==> src/rtl/instr_encoder.sv <==
// -----------------------------------------------------------------------------
// instr_encoder
//
// Sequential RV32I instruction encoder and instruction-memory loader.
// Symbolic instructions (operation index + register/immediate fields) are
// accepted over a valid/ready handshake, assembled into 32-bit machine words
// and written to consecutive instruction-memory word addresses. This is the
// inverse of the core's control-decode path; it fills the single-cycle core's
// instruction memory before the core is released.
//
// Ports
//   clk         in   clock, all state updates on the rising edge
//   rst         in   synchronous active-high reset
//   in_valid    in   instruction fields valid
//   in_ready    out  block can accept an instruction (IDLE and not full)
//   in_last     in   final instruction of a program
//   op          in   5-bit operation index (0-25 legal, 26-31 illegal)
//   rd/rs1/rs2  in   register numbers
//   imm         in   signed byte offset / immediate (full upper value for U-type)
//   imem_we     out  one-cycle instruction-memory write strobe
//   imem_addr   out  word address (write pointer)
//   imem_wdata  out  encoded instruction word
//   illegal     out  one-cycle pulse when an instruction is rejected
//   done        out  one-cycle pulse after the last instruction completes
//   full        out  address space exhausted; sticky until reset
// -----------------------------------------------------------------------------
module instr_encoder #(
  parameter int ADDR_W    = 8,
  parameter int BASE_ADDR = 0
) (
  input  logic              clk,
  input  logic              rst,
  input  logic              in_valid,
  output logic              in_ready,
  input  logic              in_last,
  input  logic [4:0]        op,
  input  logic [4:0]        rd,
  input  logic [4:0]        rs1,
  input  logic [4:0]        rs2,
  input  logic [31:0]       imm,
  output logic              imem_we,
  output logic [ADDR_W-1:0] imem_addr,
  output logic [31:0]       imem_wdata,
  output logic              illegal,
  output logic              done,
  output logic              full
);

  localparam logic [ADDR_W-1:0] BASE = ADDR_W'(BASE_ADDR);

  // Operation indices
  localparam logic [4:0] OP_ADD   = 5'd0;
  localparam logic [4:0] OP_SUB   = 5'd1;
  localparam logic [4:0] OP_SLL   = 5'd2;
  localparam logic [4:0] OP_SLT   = 5'd3;
  localparam logic [4:0] OP_SLTU  = 5'd4;
  localparam logic [4:0] OP_XOR   = 5'd5;
  localparam logic [4:0] OP_SRL   = 5'd6;
  localparam logic [4:0] OP_SRA   = 5'd7;
  localparam logic [4:0] OP_OR    = 5'd8;
  localparam logic [4:0] OP_AND   = 5'd9;
  localparam logic [4:0] OP_ADDI  = 5'd10;
  localparam logic [4:0] OP_ANDI  = 5'd11;
  localparam logic [4:0] OP_ORI   = 5'd12;
  localparam logic [4:0] OP_XORI  = 5'd13;
  localparam logic [4:0] OP_SLLI  = 5'd14;
  localparam logic [4:0] OP_SRLI  = 5'd15;
  localparam logic [4:0] OP_SRAI  = 5'd16;
  localparam logic [4:0] OP_SLTI  = 5'd17;
  localparam logic [4:0] OP_SLTIU = 5'd18;
  localparam logic [4:0] OP_LW    = 5'd19;
  localparam logic [4:0] OP_SW    = 5'd20;
  localparam logic [4:0] OP_BEQ   = 5'd21;
  localparam logic [4:0] OP_JAL   = 5'd22;
  localparam logic [4:0] OP_JALR  = 5'd23;
  localparam logic [4:0] OP_LUI   = 5'd24;
  localparam logic [4:0] OP_AUIPC = 5'd25;

  // Major opcodes
  localparam logic [6:0] OPC_R     = 7'b0110011;
  localparam logic [6:0] OPC_I_ALU = 7'b0010011;
  localparam logic [6:0] OPC_LOAD  = 7'b0000011;
  localparam logic [6:0] OPC_STORE = 7'b0100011;
  localparam logic [6:0] OPC_BR    = 7'b1100011;
  localparam logic [6:0] OPC_JAL   = 7'b1101111;
  localparam logic [6:0] OPC_JALR  = 7'b1100111;
  localparam logic [6:0] OPC_LUI   = 7'b0110111;
  localparam logic [6:0] OPC_AUIPC = 7'b0010111;

  typedef enum logic [1:0] {
    S_IDLE  = 2'd0,
    S_ENC   = 2'd1,
    S_WRITE = 2'd2,
    S_FIN   = 2'd3
  } state_t;

  state_t r_state;
  state_t w_state_next;

  // Captured instruction fields
  logic [4:0]        r_op;
  logic [4:0]        r_rd;
  logic [4:0]        r_rs1;
  logic [4:0]        r_rs2;
  logic [31:0]       r_imm;
  logic              r_last;

  // Datapath state
  logic [31:0]       r_wdata;
  logic [ADDR_W-1:0] r_ptr;
  logic              r_full;

  // Combinational encode results
  logic              w_hs;
  logic [2:0]        w_funct3;
  logic [6:0]        w_funct7;
  logic              w_imm12_ok;
  logic              w_shamt_ok;
  logic              w_b_ok;
  logic              w_j_ok;
  logic              w_u_ok;
  logic [31:0]       w_word;
  logic              w_legal;

  assign w_hs = in_valid && (r_state == S_IDLE) && !r_full;

  // ---------------------------------------------------------------------------
  // Immediate range checks. A value fits an N-bit signed field when every bit
  // above the field's sign bit equals that sign bit.
  // ---------------------------------------------------------------------------
  assign w_imm12_ok = (r_imm[31:11] == {21{r_imm[11]}});
  assign w_shamt_ok = (r_imm[31:5] == 27'd0);
  // 13-bit signed, even: -4096..4094
  assign w_b_ok     = !r_imm[0] && (r_imm[31:12] == {20{r_imm[12]}});
  // 21-bit signed, even: -2^20..2^20-2
  assign w_j_ok     = !r_imm[0] && (r_imm[31:20] == {12{r_imm[20]}});
  assign w_u_ok     = (r_imm[11:0] == 12'd0);

  // funct3 / funct7 shared by the R-type and I-ALU groups
  always_comb begin
    w_funct3 = 3'b000;
    w_funct7 = 7'h00;
    case (r_op)
      OP_SLL,  OP_SLLI:  w_funct3 = 3'b001;
      OP_SLT,  OP_SLTI:  w_funct3 = 3'b010;
      OP_SLTU, OP_SLTIU: w_funct3 = 3'b011;
      OP_XOR,  OP_XORI:  w_funct3 = 3'b100;
      OP_SRL,  OP_SRLI,
      OP_SRA,  OP_SRAI:  w_funct3 = 3'b101;
      OP_OR,   OP_ORI:   w_funct3 = 3'b110;
      OP_AND,  OP_ANDI:  w_funct3 = 3'b111;
      default:           w_funct3 = 3'b000;
    endcase
    if (r_op == OP_SUB || r_op == OP_SRA || r_op == OP_SRAI) begin
      w_funct7 = 7'h20;
    end
  end

  // Word assembly and legality
  always_comb begin
    w_word  = 32'd0;
    w_legal = 1'b0;
    if (r_op <= OP_AND) begin
      w_word  = {w_funct7, r_rs2, r_rs1, w_funct3, r_rd, OPC_R};
      w_legal = 1'b1;
    end else if (r_op == OP_SLLI || r_op == OP_SRLI || r_op == OP_SRAI) begin
      w_word  = {w_funct7, r_imm[4:0], r_rs1, w_funct3, r_rd, OPC_I_ALU};
      w_legal = w_shamt_ok;
    end else if (r_op <= OP_SLTIU) begin
      w_word  = {r_imm[11:0], r_rs1, w_funct3, r_rd, OPC_I_ALU};
      w_legal = w_imm12_ok;
    end else begin
      case (r_op)
        OP_LW: begin
          w_word  = {r_imm[11:0], r_rs1, 3'b010, r_rd, OPC_LOAD};
          w_legal = w_imm12_ok;
        end
        OP_SW: begin
          w_word  = {r_imm[11:5], r_rs2, r_rs1, 3'b010, r_imm[4:0], OPC_STORE};
          w_legal = w_imm12_ok;
        end
        OP_BEQ: begin
          w_word  = {r_imm[12], r_imm[10:5], r_rs2, r_rs1, 3'b000,
                     r_imm[4:1], r_imm[11], OPC_BR};
          w_legal = w_b_ok;
        end
        OP_JAL: begin
          w_word  = {r_imm[20], r_imm[10:1], r_imm[11], r_imm[19:12],
                     r_rd, OPC_JAL};
          w_legal = w_j_ok;
        end
        OP_JALR: begin
          w_word  = {r_imm[11:0], r_rs1, 3'b000, r_rd, OPC_JALR};
          w_legal = w_imm12_ok;
        end
        OP_LUI: begin
          w_word  = {r_imm[31:12], r_rd, OPC_LUI};
          w_legal = w_u_ok;
        end
        OP_AUIPC: begin
          w_word  = {r_imm[31:12], r_rd, OPC_AUIPC};
          w_legal = w_u_ok;
        end
        default: begin
          w_word  = 32'd0;
          w_legal = 1'b0;
        end
      endcase
    end
  end

  // ---------------------------------------------------------------------------
  // FSM: state register
  // ---------------------------------------------------------------------------
  always_ff @(posedge clk) begin
    if (rst) begin
      r_state <= S_IDLE;
    end else begin
      r_state <= w_state_next;
    end
  end

  // FSM: next-state logic
  always_comb begin
    w_state_next = r_state;
    case (r_state)
      S_IDLE: begin
        if (w_hs) begin
          w_state_next = S_ENC;
        end
      end
      S_ENC: begin
        if (w_legal) begin
          w_state_next = S_WRITE;
        end else if (r_last) begin
          w_state_next = S_FIN;
        end else begin
          w_state_next = S_IDLE;
        end
      end
      S_WRITE: begin
        w_state_next = r_last ? S_FIN : S_IDLE;
      end
      S_FIN: begin
        w_state_next = S_IDLE;
      end
      default: begin
        w_state_next = S_IDLE;
      end
    endcase
  end

  // FSM: outputs. Strobes are masked while rst is high so that a reset
  // landing on a WRITE/ENC/FIN cycle never leaks a pulse.
  always_comb begin
    in_ready = (r_state == S_IDLE) && !r_full;
    imem_we  = (r_state == S_WRITE) && !rst;
    illegal  = (r_state == S_ENC) && !w_legal && !rst;
    done     = (r_state == S_FIN) && !rst;
  end

  assign imem_addr  = r_ptr;
  assign imem_wdata = r_wdata;
  assign full       = r_full;

  // ---------------------------------------------------------------------------
  // Datapath registers
  // ---------------------------------------------------------------------------
  always_ff @(posedge clk) begin
    if (rst) begin
      r_op    <= 5'd0;
      r_rd    <= 5'd0;
      r_rs1   <= 5'd0;
      r_rs2   <= 5'd0;
      r_imm   <= 32'd0;
      r_last  <= 1'b0;
      r_wdata <= 32'd0;
      r_ptr   <= BASE;
      r_full  <= 1'b0;
    end else begin
      if (w_hs) begin
        r_op   <= op;
        r_rd   <= rd;
        r_rs1  <= rs1;
        r_rs2  <= rs2;
        r_imm  <= imm;
        r_last <= in_last;
      end
      // Rejected instructions leave the previous word in place.
      if (r_state == S_ENC && w_legal) begin
        r_wdata <= w_word;
      end
      // The pointer saturates at all-ones; full then blocks further input.
      if (r_state == S_WRITE) begin
        if (&r_ptr) begin
          r_full <= 1'b1;
        end else begin
          r_ptr <= r_ptr + ADDR_W'(1);
        end
      end
    end
  end

endmodule

==> config.mk <==
export PLATFORM = sky130hd
export DESIGN_NAME = instr_encoder
export DESIGN_NICKNAME = d
export VERILOG_FILES = /design/src/rtl/instr_encoder.sv
export SDC_FILE = /design/constraint.sdc
export NUM_CORES = 1
export LEC_CHECK = 0
export BUFFER_PORTS_ARGS = -buffer_cell sky130_fd_sc_hd__buf_2
export CAP_MARGIN = 5
export CORE_MARGIN = 2
export CORE_UTILIZATION = 55
export DETAILED_ROUTE_END_ITERATION = 8
export GPL_ROUTABILITY_DRIVEN = 1
export GPL_TIMING_DRIVEN = 1
export PLACE_DENSITY = 0.8
export SYNTH_ARGS = -nofsm -noshare
export SYNTH_HDL_FRONTEND = slang
export SYNTH_SLANG_ARGS = --single-unit
export TNS_END_PERCENT = 20
==> constraint.sdc <==
create_clock -name clk -period 2.9 [get_ports clk]
set_input_delay 0.29 -clock clk [delete_from_list [all_inputs] [get_ports clk]]
set_output_delay 0.29 -clock clk [all_outputs]
set_load 0.005 [all_outputs]
### Word level (Yosys, flattened, before mapping)

Memory sizes are Yosys's and may differ from the RTL's. A register that Yosys moved wholly into a read port is not among the register bits.
Cells that the tools add are included.

| storage, ports and cells | value |
|---|---|
| memories kept | 1 |
| bits in registers | 96 |
| output and inout port bits | 45 |
| ROM bits | 96 |

| operators by class | value |
|---|---|
| mux-type cells | 15 |
| reductions and logical operators | 26 |
| add/subtract/negate cells | 1 |
| order comparisons | 2 |
| bitwise gates (word level) | 1 |
| equality and inequality tests | 19 |

Memories:

| name | depth | width | read ports | clocked after Yosys merged registers in | write ports | RTL line | source |
|---|---|---|---|---|---|---|---|
| (name not given) | 32 | 3 | 1 | 1 | 0 | 143 | `case (r_op)` |

Operator list:

| kind | count |
|---|---|
| 32-bit one-hot mux with 7 select lines | 1 |
| 32-bit two-way mux | 3 |
| 5-bit equality test, second input constant | 8 |
| 27-bit zero test | 1 |
| 20-bit equality test | 1 |
| 19-bit equality test | 1 |
| 12-bit zero test | 1 |
| 11-bit equality test | 1 |
| 5-bit by 4-bit equality test with 1-bit output, second input constant | 2 |
| 1-bit logical AND | 10 |
| 5-bit two-way mux | 2 |
| 9-bit AND reduction | 1 |
| 8-bit by 1-bit adder with 8-bit output, second input constant | 1 |
| 2-bit one-hot mux with 4 select lines | 1 |
| 8-bit AND reduction | 1 |
| 2-bit two-way mux | 3 |
| 6-bit two-way mux | 1 |
| 5-bit by 1-bit equality test with 1-bit output, second input constant | 1 |
| 5-bit by 3-bit equality test with 1-bit output, second input constant | 1 |
| 5-bit by 4-bit <= comparator with 1-bit output, second input constant | 1 |
| 5-bit <= comparator, second input constant | 1 |
| 2-bit equality test, second input constant | 2 |
| 1-bit zero test | 4 |
| 1-bit logical OR | 4 |
| other kinds (9) | 11 |

### Depth between registers and ports, before layout

| depth | value |
|---|---|
| word-level depth | 9 |
| gate-level depth with buffers | 11 |
| gate-level depth less buffers | 9 |

### Least setup slack after synthesis

Ideal clock, no wire load.

| path | value |
|---|---|
| path type | reg-to-reg |
| start | register r_state[1] |
| end | register w_funct3[1] (netlist name) |
| path slack | 0.478 ns |
| stages on the path, launching flop included | 11 |
| arrival time | 2.280 ns |
| period minus slack after synthesis | 2.422 ns |
| path through | dfxtp_1 -> clkbuf_1 -> nor4b_1 -> clkbuf_1 -> nand2_1 -> a21oi_1 -> inv_1 -> ha_1 -> o21ai_0 -> a2bb2oi_1 -> o22ai_1 |

| between the ends | value |
|---|---|
| longest elaborated chain between the ends | 5 |

Ends and longest elaborated chain:

| what | RTL line | source |
|---|---|---|
| start, declared | 97 | `state_t r_state;` |
| start signal, assigned | 219 | `r_state <= w_state_next;` |
| 2-bit zero test | 125 | `assign w_hs = in_valid && (r_state == S_IDLE) && !r_full;` |
| 1-bit logical AND (2 in a row) | 125 |  |
| 5-bit two-way mux (no line) (2 in a row) | -- |  |

Every way passes these cells.
A chain may end at the register's enable or synchronous reset.

### Worst setup path after layout

| path | value |
|---|---|
| start | register r_imm[20] |
| end | output illegal |

| between the ends | value |
|---|---|
| longest elaborated chain between the ends | 9 |
| elaborated cells between the ends (all ways) | 13 |
| classes of those cells | 3 x eq/ne; 4 x mux; 6 x reduce/logical |

Ends and longest elaborated chain:

| what | RTL line | source |
|---|---|---|
| start, declared | 105 | `logic [31:0] r_imm;` |
| start signal, assigned | 286 | `r_imm <= imm;` |
| 19-bit equality test / 11-bit equality test (equally long branches) | 134, 136 |  |
| 1-bit logical AND, on equally long branches | 134, 136 |  |
| 1-bit one-hot mux with 4 select lines | 173 | `case (r_op)` |
| 1-bit two-way mux | 169 | `end else if (r_op <= OP_SLTIU) begin` |
| 1-bit two-way mux * | 166 | `end else if (r_op == OP_SLLI \|\| r_op == OP_SRLI \|\| r_op == OP_SRAI) begin` |
| 1-bit two-way mux * | 163 | `if (r_op <= OP_AND) begin` |
| 1-bit zero test * | 258 | `illegal = (r_state == S_ENC) && !w_legal && !rst;` |
| 1-bit logical AND * (2 in a row) | 258 |  |
| end, declared | 44 | `output logic illegal,` |

Every way passes the cells marked *; elsewhere a longest branch is shown, timed or not.

==> results.yml <==
cts:
  root_buffer: "clkbuf_8"
  clk_latency_ps: 360
  cts-htree-levels: 3
  cts.path.max_buffers: 2
  cts_buffers: 9
  hold_buffers: 0
  path_clk_slew_ps: 100
  tritoncts: "yes"
  cts-resized-gates: 0
  post_cts_buffers: 0
  cts.sinks: 98
logic_synthesis:
  ys_seq_area_frac: 0.3864
  synth_most_common_cell: "nand2_1"
  synth_top_area_share: 0.3864
  netlist_instances: 657
  synth-seq-cells: 98
  avgSynthCellArea_um2: 7.728
  synth_area_leaders: "dfxtp_1 (39%), nand2_1 (11%), a21oi_1 (6.9%)"
  syn_area_mm2: 0.005077
  ys.warnings.count: 0
  synth_edf_count: 0
  synth_ff_type: "dfxtp_1"
  yosys-top-cells-count: "nand2_1 (143), dfxtp_1 (98), a21oi_1 (70)"
  yosys.cell_types.count: 65
  async_flop_share: 0
  yosysTopAreaCell: "dfxtp_1"
  synth_nets: 720
layout:
  areaGrowthSynthToFinish_pct: 15.33
  final_nets: 800
  drive_gt1_frac: 0.1968
  num_antenna_cells: 0
  design_area_mm2: 0.005856
  fill_cells: 851
  finalNonFillerCells: 853
drt:
  wl_per_cell_um: 16.69
  vias: 5175
  antenna_left: 0
  vias_per_cell: 6.067
  first_pass_iters: 6
  drcViolationCount: 0
  drtIter0Drc: 512
  wl_um: 14230
min_path:
  hold_path.class: "in -> reg"
timing:
  tightest_slew_ps: 779.3
  slew_headroom: 0.4805
  setup_violations: 0
  rsz0062_at_grt: "false"
  slew_viol_final: 0
  fmax_mhz: 367.1
  final_hold_viol_count: 0
  finalCritPeriodShare: 0.9392
  clock-skew-final_ps: 16.03
  fin_tns_setup_ps: 0
  min_period_ps: 2724
worst_setup_path:
  slowest_delay_ps: 510
  crit_arrival_ps: 2430
  path_cells: "nor4_1, nand4_1, a2111oi_4, and2_4, nor3_1, buf_2"
  crit_path_start_kind: "register"
  critPathMaxFanout: 12
  cpMaxStageDelayCell: "nor4_1"
  critPathTopFamily: "simple AND/OR/NAND/NOR gates"
  worstPathRequired_ps: 2610
  endpoint_kind: "primary output"
  path_class: "reg -> out"
  path_buf_inv: 1
placed_design:
  gp_congestion: 0.9692
  port_buffers: 100
  dpl_cell_area_mm2: 0.005659
  place_hpwl_um: 10770
  placed_cells: 837
die:
  core-area_mm2: 0.009109
  row_count: 35
  chipHeight_um: 100.1
  die-area_mm2: 0.01002
  ios: 101
  dieWidth_um: 100.1
  start_util: 0.5574
power:
  power.leakage_nw: 2.336
  irDropWorstVdd_mv: 0.2827
  power_density_mw_per_mm2: 516.5
run:
  cap_violations: 0
global_routing:
  grt_pass1_wl_um: 23200
  antenna_found_initial: 0
  grt_max_degree: 54
  grt-ovfl-total: 0
  grt_use_total: 0.2894
  first_global_vias: 4557
status:
  status: "completed"
## path summary, 6_finish.rpt
| check | end | cells after the start | start | slack [ps] |
|---|---|---|---|---|
| min | r_imm[26] | 3 | imm[26] | 160 |
| max reg2reg | imem_wdata[27] | 7 | r_imm[20] | 360 |
| max | illegal | 6 | r_imm[20] | 180 |
| min reg2reg | imem_wdata[10] | 2 | imem_wdata[10] | 460 |
## kinds of logic (layout without fill, tap and decap cells)
group / count (synthesis) / in the layout / synth area share
AO/OA/AOI/OAI: 200 / 200 / 0.2731
adder cells (fa/ha/maj): 7 / 7 / 0.01725
XOR/XNOR: 8 / 8 / 0.01380
flip-flops: 98 / 98 / 0.3864
multiplexers: 3 / 3 / 0.005914
AND/OR/NAND/NOR: 258 / 258 / 0.2363
buffers and inverters: 83 / 168 / 0.06727
## registers in the layout (all words and copies together), names as in the netlist, 2 cells and up
| register | cells |
|---|---|
| r_rd | 5 |
| r_imm | 32 |
| r_op | 5 |
| imem_wdata | 31 |
| imem_addr | 8 |
| w_funct3 | 3 |
| r_rs1 | 5 |
| r_state | 2 |
| r_rs2 | 5 |
## through the flow
stage / hold WS [ps] / power, mW / utilization / worst slack, ps
2_1_floorplan: 426.0 / 1.943 / - / 477.7
3_3_place_gp: 442.4 / 2.137 / 0.6213 / 372.3
3_5_place_dp: 447.7 / 2.153 / 0.6213 / 277.8
4_1_cts: 146.4 / 3.025 / 0.6427 / 113.2
5_1_grt: 152.5 / 3.177 / 0.6429 / 34.75
6_report: 156.1 / 3.024 / 0.6429 / 176.3
## cell type report
type | instances | area, um2 | area share
flip-flops and latches | 98 | 1963 | 0.3353
inverters | 30 | 112.6 | 0.01923
repair buffers | 122 | 665.6 | 0.1137
multi-input cells | 476 | 2780 | 0.4748
well taps | 111 | 138.9 | 0.02372
clock inverters | 5 | 63.81 | 0.01090
clock buffers | 11 | 131.4 | 0.02244
## metal layers
| layer | GRT usage | vias up | wire length, um |
|---|---|---|---|
| li1 | - | 2526 | - |
| met1 | 0.4210 | 2406 | 6586 |
| met2 | 0.4522 | 219 | 6486 |
| met3 | 0.04457 | 24 | 980 |
| met4 | 0.07165 | 0 | 179 |
| met5 | 0 | - | 0 |
## worst reg2reg max path, cell delays in order (launching register included)
cell and delay, ps:
dfxtp_1 380, nor4_1 510, nand4_1 280, a2111oi_4 380
nand2_1 90, buf_4 220, a311o_1 410, o32ai_1 170
## layout by cell type, fill, tap and decap left out, types with 13 or more instances in the layout
cell	netlist	layout
nand2_1	143	143
buf_2	9	100
dfxtp_1	98	97
a21oi_1	70	70
inv_1	29	29
nor2_1	24	24
o21ai_0	22	22
buf_4	3	22
a22oi_1	16	16
nand3_1	16	16
a211oi_1	13	13
## where the power goes
| part | leakage, nW | internal [mW] | switching [mW] |
|---|---|---|---|
| Clock | 0.0941 | 0.406 | 0.484 |
| Sequential | 0.802 | 1.44 | 0.0964 |
| Combinational | 1.44 | 0.240 | 0.361 |
Power figures use the tool's default switching activity.
